[config.mk]
export PLATFORM = sky130hd
export DESIGN_NAME = mem_stage
export DESIGN_NICKNAME = d
export VERILOG_FILES = /design/src/rtl/mem_stage.sv
export SDC_FILE = /design/constraint.sdc
export NUM_CORES = 1
export LEC_CHECK = 0
export CELL_PAD_IN_SITES_DETAIL_PLACEMENT = 1
export CELL_PAD_IN_SITES_GLOBAL_PLACEMENT = 1
export CORE_AREA = 5 5 238 240
export DETAILED_ROUTE_END_ITERATION = 10
export DIE_AREA = 0 0 243 245
export PLACE_DENSITY_LB_ADDON = 0.1
export SYNTH_ARGS = -nofsm -noshare
export SYNTH_HDL_FRONTEND = slang
export SYNTH_SLANG_ARGS = --single-unit
[constraint.sdc]
create_clock -name clk -period 2.48 [get_ports clk]
set_input_delay 0.496 -clock clk [delete_from_list [all_inputs] [get_ports clk]]
set_output_delay 0.496 -clock clk [all_outputs]
set_load 0.01 [all_outputs]
[src/rtl/mem_stage.sv]
// MEM stage of a 64-bit RV64I pipeline: issues data-memory accesses,
// waits for the completion strobe, extracts load data and holds the
// MEM/WB pipeline register.
// Memory handshake: dmem_req stays high, with address/data/byte enables
// stable, until the cycle in which dmem_ack is seen; that cycle completes
// the access. dmem_ack is ignored whenever dmem_req is low.
module mem_stage (
  input  logic        clk,
  input  logic        rst_n,
  input  logic [63:0] ALUResult_M,
  input  logic [63:0] WriteData_M,
  input  logic [63:0] PCPlus4_M,
  input  logic [4:0]  Rd_M,
  input  logic        RegWrite_M,
  input  logic [1:0]  ResultSrc_M,
  input  logic        MemWrite_M,
  input  logic [2:0]  Funct3_M,
  output logic        dmem_req,
  output logic        dmem_we,
  output logic [63:0] dmem_addr,
  output logic [63:0] dmem_wdata,
  output logic [7:0]  dmem_be,
  input  logic [63:0] dmem_rdata,
  input  logic        dmem_ack,
  output logic        Stall_M,
  output logic [63:0] ALUResult_W,
  output logic [63:0] ReadData_W,
  output logic [63:0] PCPlus4_W,
  output logic [4:0]  Rd_W,
  output logic        RegWrite_W,
  output logic [1:0]  ResultSrc_W,
  output logic        MisalignErr_W,
  output logic        o_dbg_state
);

  typedef enum logic {ST_IDLE = 1'b0, ST_WAIT = 1'b1} state_t;

  state_t      r_state;
  state_t      w_state_next;

  logic [2:0]  w_off;
  logic        w_is_load;
  logic        w_mem_op;
  logic        w_misalign;
  logic        w_illegal;
  logic        w_err;
  logic        w_go;
  logic        w_req;
  logic [7:0]  w_be;
  logic [63:0] w_wdata;
  logic [63:0] w_shifted;
  logic [63:0] w_load_data;

  logic [63:0] r_alu_w;
  logic [63:0] r_rdata_w;
  logic [63:0] r_pc4_w;
  logic [4:0]  r_rd_w;
  logic        r_regwrite_w;
  logic [1:0]  r_resultsrc_w;
  logic        r_misalign_w;

  assign w_off     = ALUResult_M[2:0];
  assign w_is_load = (ResultSrc_M == 2'b01) & ~MemWrite_M;
  assign w_mem_op  = MemWrite_M | (ResultSrc_M == 2'b01);
  // Funct3 111 has no load meaning in RV64I, so it is trapped like a misalignment.
  assign w_illegal = w_is_load & (Funct3_M == 3'b111);
  assign w_err     = w_mem_op & (w_misalign | w_illegal);
  assign w_go      = w_mem_op & ~w_err;

  // Request is gated by reset so the bus drops the instant reset asserts.
  assign w_req     = rst_n & (w_go | (r_state == ST_WAIT));

  assign dmem_req    = w_req;
  assign dmem_we     = w_req & MemWrite_M;
  assign Stall_M     = w_req & ~dmem_ack;
  assign dmem_addr   = rst_n ? {ALUResult_M[63:3], 3'b000} : 64'd0;
  assign dmem_be     = rst_n ? w_be : 8'd0;
  assign dmem_wdata  = rst_n ? w_wdata : 64'd0;
  assign o_dbg_state = r_state;

  // Alignment check, byte enables and lane-replicated store data by access size.
  always_comb begin
    w_misalign = 1'b0;
    w_be       = 8'd0;
    w_wdata    = 64'd0;
    case (Funct3_M[1:0])
      2'b00: begin
        w_be    = 8'h01 << w_off;
        w_wdata = {8{WriteData_M[7:0]}};
      end
      2'b01: begin
        w_misalign = w_off[0];
        w_be       = 8'h03 << w_off;
        w_wdata    = {4{WriteData_M[15:0]}};
      end
      2'b10: begin
        w_misalign = |w_off[1:0];
        w_be       = 8'h0F << w_off;
        w_wdata    = {2{WriteData_M[31:0]}};
      end
      default: begin
        w_misalign = |w_off;
        w_be       = 8'hFF;
        w_wdata    = WriteData_M;
      end
    endcase
  end

  assign w_shifted = dmem_rdata >> {w_off, 3'b000};

  // Pick the addressed field out of the doubleword and sign/zero extend it.
  always_comb begin
    w_load_data = 64'd0;
    case (Funct3_M)
      3'b000:  w_load_data = {{56{w_shifted[7]}},  w_shifted[7:0]};
      3'b001:  w_load_data = {{48{w_shifted[15]}}, w_shifted[15:0]};
      3'b010:  w_load_data = {{32{w_shifted[31]}}, w_shifted[31:0]};
      3'b011:  w_load_data = w_shifted;
      3'b100:  w_load_data = {56'd0, w_shifted[7:0]};
      3'b101:  w_load_data = {48'd0, w_shifted[15:0]};
      3'b110:  w_load_data = {32'd0, w_shifted[31:0]};
      default: w_load_data = 64'd0;
    endcase
  end

  // Access FSM state register.
  always_ff @(posedge clk or negedge rst_n) begin
    if (!rst_n) r_state <= ST_IDLE;
    else        r_state <= w_state_next;
  end

  // Next state: leave IDLE only when an access is not acked immediately.
  always_comb begin
    w_state_next = r_state;
    case (r_state)
      ST_IDLE: if (w_go && !dmem_ack) w_state_next = ST_WAIT;
      ST_WAIT: if (dmem_ack)          w_state_next = ST_IDLE;
      default: w_state_next = ST_IDLE;
    endcase
  end

  // MEM/WB register: bubble while stalled, otherwise capture the instruction.
  always_ff @(posedge clk or negedge rst_n) begin
    if (!rst_n) begin
      r_alu_w       <= 64'd0;
      r_rdata_w     <= 64'd0;
      r_pc4_w       <= 64'd0;
      r_rd_w        <= 5'd0;
      r_regwrite_w  <= 1'b0;
      r_resultsrc_w <= 2'b00;
      r_misalign_w  <= 1'b0;
    end else if (Stall_M) begin
      r_alu_w       <= 64'd0;
      r_rdata_w     <= 64'd0;
      r_pc4_w       <= 64'd0;
      r_rd_w        <= 5'd0;
      r_regwrite_w  <= 1'b0;
      r_resultsrc_w <= 2'b00;
      r_misalign_w  <= 1'b0;
    end else begin
      r_alu_w       <= ALUResult_M;
      r_rdata_w     <= (w_is_load && !w_err) ? w_load_data : 64'd0;
      r_pc4_w       <= PCPlus4_M;
      r_rd_w        <= Rd_M;
      r_regwrite_w  <= RegWrite_M & ~w_err;
      r_resultsrc_w <= ResultSrc_M;
      r_misalign_w  <= w_err;
    end
  end

  assign ALUResult_W   = r_alu_w;
  assign ReadData_W    = r_rdata_w;
  assign PCPlus4_W     = r_pc4_w;
  assign Rd_W          = r_rd_w;
  assign RegWrite_W    = r_regwrite_w;
  assign ResultSrc_W   = r_resultsrc_w;
  assign MisalignErr_W = r_misalign_w;

endmodule

==> run_results.csv <==
group,metric,value,unit
status,run_status,"finished clean",
pwr,ir_worst_vdd,0.344,mV
place,place_ws,-897,ps
grt,grt_start_max_net_pins,64,
logic_synthesis,ys_seq_area_share,49.7,%
drt,antenna_left,0,
cts,clock_path_buffers,3,
pwr,p_per_area,532,nW/µm²
drt,drt_iter0_markers,361,
drt,wl_met3,4290,µm
sta,worst_hold_slack,45.2,ps
place,place_congestion,0.825,
grt,grt_usage,18.1,%
logic_synthesis,synth_top_area_share,49.7,%
grt,grt_pass1_wl,82200,µm
worst_setup_path,cp.required,1980,ps
floorplan,fp.dieH,245,µm
worst_setup_path,start_kind,"input pin",
logic_synthesis,yosys.area.top_type,"dfrtp_1",
logic_synthesis,ys_types,52,
grt,antenna_found_initial,6,
sta,setup_viol,0,
drt,met1Wirelength,22600,µm
pwr,power.leakage,8.10,nW
sta,tns,0,ps
logic_synthesis,synthTopCellsByArea,"dfrtp_1, nor2b_1, a21oi_1",
sta,fin_skew,24.5,ps
worst_setup_path,worstPathArrival,1930,ps
floorplan,initial_utilization,18.7,%
sta,finalCritPeriodShare,97.9,%
cts,cts_buffers,27,
grt,grt_pass1_vias,11600,
sta,period_needed,2430,ps
cts,cts_sinks,202,
drt,top_layer,"met5",
sta,clock.fmax,0.412,GHz
worst_setup_path,path_max_fanout,4,
cells_and_area,final_net_count,2022,
flow_run,cap_violations,0,
cells_and_area,drive_above_1_share,17.6,%
floorplan,fp-row-count,86,
sta,tightest_slew,711,ps
drt,dr.pass1.iters,4,
cts,cts_tree,"built",
logic_synthesis,yosys_warnings,0,
worst_setup_path,setup.worst_path.class,"in -> out",
drt,vias,10500,
logic_synthesis,synth-main-ff-cell,"dfrtp_1",
sta,grt_setup_unrepaired,"no",
worst_setup_path,rr_worst_depth,7,
drt,dr_wl_met2,28400,µm
cts,cts-htree-levels,1,
sta,relSlewSlack,52.6,%
cells_and_area,final_cell_mix,"clkdlybuf4s50_1, dfrtp_1, nor2b_1",
cts,path_clk_slew,50,ps
drt,routed_wl,56600,µm
floorplan,die_x,243,µm
worst_setup_path,cp-end-kind,"output port",
drt,drc_errors,0,
drt,viasPerCell,4.24,
worst_hold_path,hold_class,"in -> async",
cts,clk_root_buffer_cell,"clkbuf_16",
logic_synthesis,ys_async_sr_fraction,100,%
logic_synthesis,yosys_register_bits,202,
floorplan,core_area,54400,µm²
sta,drv_slew,0,
logic_synthesis,synthCells,1061,
cells_and_area,final_common_cell,"clkdlybuf4s50_1",
grt,grt_overflow,0,
place,place_hpwl,45300,µm
drt,wl_per_cell,22.9,µm
logic_synthesis,synthesis.area,10200,µm²
floorplan,io_pins,612,
cells_and_area,syn2layout_area_growth,86.5,%
place,port_buffers,608,
cts,insertion_delay,550,ps
logic_synthesis,syn-mean-instance-area,9.59,µm²
floorplan,dieArea,59500,µm²
logic_synthesis,synth_edf_count,0,
sta,setup_ws,52.3,ps
sta,finalHoldViolCount,0,
## layout make-up
class,count,area (µm²)
clock inverter,13,156
timing repair buffer,737,7140
antenna,3,7.51
clock buffer,37,763
tap,704,881
multi-input combinational,736,4830
fill,6117,35500
sequential,202,5050
inverter,41,154
## synth_stat cells, types with 5 or more instances
library cell / count
nand3_1: 8
a22oi_1: 27
buf_2: 14
nand2_1: 116
ha_1: 6
dfrtp_1: 202
o22ai_1: 5
o21ai_0: 25
mux4_2: 14
inv_1: 39
mux2_2: 16
clkbuf_1: 55
mux2i_1: 35
and2_1: 73
a21oi_1: 154
buf_1: 5
o21bai_1: 9
nor2_1: 47
buf_4: 6
nor2b_1: 138
## cells by family (layout without fill, tap and decap cells)
group,Yosys count,count (layout),synth area share (%)
AOI/OAI and AO/OA,258,258,15.0
adders and majority gates,6,6,0.738
buffers and inverters,125,828,5.30
DFF,202,202,49.7
muxes,66,66,8.46
other,1,6,0.0368
and+or+nand+nor,403,403,20.8
## sequential cells by signal, indices dropped and copies added, names as in the netlist
register       count
ReadData_W        64
RegWrite_W         1
o_dbg_state        1
ResultSrc_W        2
ALUResult_W       64
Rd_W               5
PCPlus4_W         64
MisalignErr_W      1
## report_power, final
| part | leakage (nW) | switching (W) | internal, W |
|---|---|---|---|
| registers | 2.55 | 0.0000507 | 0.00347 |
| logic | 5.10 | 0.00119 | 0.00135 |
| clock network | 0.450 | 0.00158 | 0.00247 |
## through the flow
step	total power [W]	cell area, µm²	instances	utilization, %
2_1_floorplan	0.00446	10200	1063	-
3_3_place_gp	0.00613	17900	2411	32.9
3_5_place_dp	0.00615	17900	2411	32.9
4_1_cts	0.0103	19000	2469	35.0
5_1_grt	0.0106	19000	2472	34.9
6_report	0.0101	19000	2473	34.9
## worst max-delay path, cell delays in order
cell and delay, ps:
clkdlybuf4s50_1 540, buf_4 170, and2_1 120, clkdlybuf4s50_1 600
## routing by layer
metal | GRT usage [%] | vias up
met1 | 21.4 | 5125
met2 | 32.0 | 356
met4 | 4.46 | 6
li1 | - | 4931
met5 | 0 | -
met3 | 5.93 | 65
## worst paths after layout
check,startpoint,end,slack (ps)
min in group clk,ResultSrc_M[0],ResultSrc_W[0],260
min reg2reg,o_dbg_state,o_dbg_state,600
max,WriteData_M[5],dmem_wdata[5],50
max in group asynchronous,rst_n,PCPlus4_W[27],910
max reg2reg,o_dbg_state,PCPlus4_W[44],420
min,rst_n,PCPlus4_W[2],50
## what timing repair did
item                                   4_1_cts  5_1_grt
setup endpoints to repair                  168       49
endpoints found under the hold margin       22        0
pin swaps                                    9        4
setup buffers                                6        1
hold buffers                                 1        0
cloned                                       1        0
gates resized for setup                    247       33
No activity file was read; power rests on OpenSTA's default activity.
==> patch, RTL diff (same settings) <==
Put one more register stage on the output `o_dbg_state`, cleared by the reset. The value now appears one clock later. The other outputs are not delayed to match.
--- a/src/rtl/mem_stage.sv
+++ b/src/rtl/mem_stage.sv
@@ -76,7 +76,13 @@
   assign dmem_addr   = rst_n ? {ALUResult_M[63:3], 3'b000} : 64'd0;
   assign dmem_be     = rst_n ? w_be : 8'd0;
   assign dmem_wdata  = rst_n ? w_wdata : 64'd0;
-  assign o_dbg_state = r_state;
+  always_ff @(posedge clk or negedge rst_n) begin
+    if (!rst_n) begin
+      o_dbg_state <= '0;
+    end else begin
+      o_dbg_state <= r_state;
+    end
+  end
 
   // Alignment check, byte enables and lane-replicated store data by access size.
   always_comb begin
Check against the original RTL: not equivalent (a bounded check fails within 4 cycles, from zero or initial values and one cycle with rst_n low).
==> patch against the original RTL <==
Setup slack lost 0.0095 ns. Non-clock buffer count is 18 higher. Cell count down 1.1%. Design area is 3.1% higher. Combinational power increased by 2%. Wire length up 3.2%. Area after synthesis up 4.0%. Power increased by 0.88%. Sequential cell count up 1. Critical path type unchanged. Via count increased by 0.43%.
==> patch: results (changes against the original RTL) <==
stage,metric,value,unit,change
synthesis,Post-synth ARST share,1.00,,unchanged
global_route,GRT Util Overall,0.186,,+0.00492
drt,DR iter-0 viols,378,,+4.7%
synthesis,Synth Flop Type,dfrtp_1,,
final_layout,NumNets Final,1991,,-1.5%
synthesis,Synth area leaders,"dfrtp_1 48%, nor2b_1 8.3%, mux4_2 5.7%",,
timing,Fin Clk Skew,0.0242,ns,-0.000364 ns
placement,GP Congestion,0.855,,+3.7%
run_status,status,"finished, final reports clean",,
worst_setup_path,CP Max Fanout,11,,+7
placement,IO buf count,608,,unchanged
power,Tot Pwr,0.0102,W,+0.88%
synthesis,Yosys warning count,0,,unchanged
power,static leakage,8.32,nW,+2.8%
global_route,number of global-route vias before repair,11600,,-0.10%
clock_tree,clk_lat worst skew,0.57,ns,+0.02 ns
min_path,Hold Crit Class,input port to asynchronous set/reset pin,,
global_route,initial antenna violation count,10,,+4
worst_setup_path,critical path's largest stage delay,0.28,ns,-0.32 ns
power,switching portion of total power,0.278,,-0.000535
final_layout,layout cells sized above 1,0.173,,-0.00319
power,Comb power frac,0.254,,+0.003
power,peak supply drop,452,uV,+31%
drt,DR WL/cell,23.9,um,+4.3%
global_route,largest net degree at the start of global routing,97,,+52%
worst_setup_path,Crit-path slowest cell,dlygate4sd2_1,,
worst_setup_path,critical path class,input port to output pin,,
final_layout,Layout fillers,6027,,-1.5%
placement,HPWL after DPL,47.2,mm,+4.3%
drt,vias per cell,4.30,,+1.5%
worst_setup_path,crit-path leading delay family,buffers and inverters,,
synthesis,top cell type's share of synthesized area,0.480,,-0.0168
clock_tree,CTS Buf Count,27,,unchanged
clock_tree,clk root buf,clkbuf_16,,
clock_tree,Longest Clk Path Bufs,3,,unchanged
clock_tree,clk slew on worst S/H paths,0.06,ns,
clock_tree,H-tree depth,1,,unchanged
synthesis,most common library cells after synthesis,"203 x dfrtp_1, 141 x nor2b_1, 82 x nand2_1",,
timing,Slew HR,0.377,,-0.149
drt,Initial DRT Pass Iterations,4,,unchanged
worst_setup_path,Critical Path AT,1.94,ns,
synthesis,Cell variety after synth,54,,+3.8%
synthesis,post-synthesis sequential area ratio,0.480,,-0.0168
power,Clock group,0.00406,W,
global_route,first-pass GRT wire length,83.4,mm,+1.5%
worst_setup_path,R2R depth,5,,-2
==> patch: through the flow <==
step / std cells / cell area [sq um] / setup WS, ns
floorplan: 1021 / 10600 / 0.0287
global placement: 2380 / 18400 / -0.755
detailed placement: 2380 / 18400 / -0.797
CTS: 2436 / 19500 / -0.0349
global route: 2443 / 19600 / -0.0155
finish: 2446 / 19600 / 0.0427
==> patch: area by class of cell <==
type,instances,area share
well taps,704,0.0450
inverters,25,0.00479
flip-flops and latches,203,0.259
clock buffers,40,0.0411
clock inverters,10,0.00652
diodes,7,0.000895
repair buffers,755,0.378
multi-input cells,702,0.265
==> patch: kinds of logic after synthesis <==
kind of cell	count (synthesis)	synth area share
other	1	0.000354
buffers and inverters	117	0.0581
adder cells (fa/ha/maj)	6	0.00709
AO/OA/AOI/OAI	192	0.128
AND/OR/NAND/NOR	413	0.212
flip-flops	203	0.480
multiplexers	87	0.115
==> patch: worst paths after layout <==
kind	slack [ns]	start	endpoint
min in group clk	0.42	ALUResult_M[0]	ALUResult_W[0]
setup reg to reg	0.71	r_state	PCPlus4_W[21]
hold / removal	0.12	rst_n	r_state
max in group asynchronous	1.50	rst_n	PCPlus4_W[28]
setup / recovery	0.04	Funct3_M[1]	dmem_wdata[14]
hold reg to reg	0.54	r_state	o_dbg_state
==> patch: layer usage <==
layer / GRT usage / routed length, um / vias up
met5: 0 / 13 / -
met3: 0.0541 / 4170 / 69
met1: 0.224 / 23500 / 5214
met2: 0.324 / 29000 / 352
li1: - / - / 4891
met4: 0.0554 / 1680 / 2
==> patch: timing repair <==
| item | CTS | global route |
|---|---|---|
| pin swaps | 10 | 5 |
| resized for setup | 178 | 26 |
| gates cloned | 1 | 0 |
| buffers inserted | 3 | 3 |
| endpoints found under the setup margin | 76 | 35 |
| hold buffers | 2 | 0 |
| hold endpoints to repair | 9 | 0 |
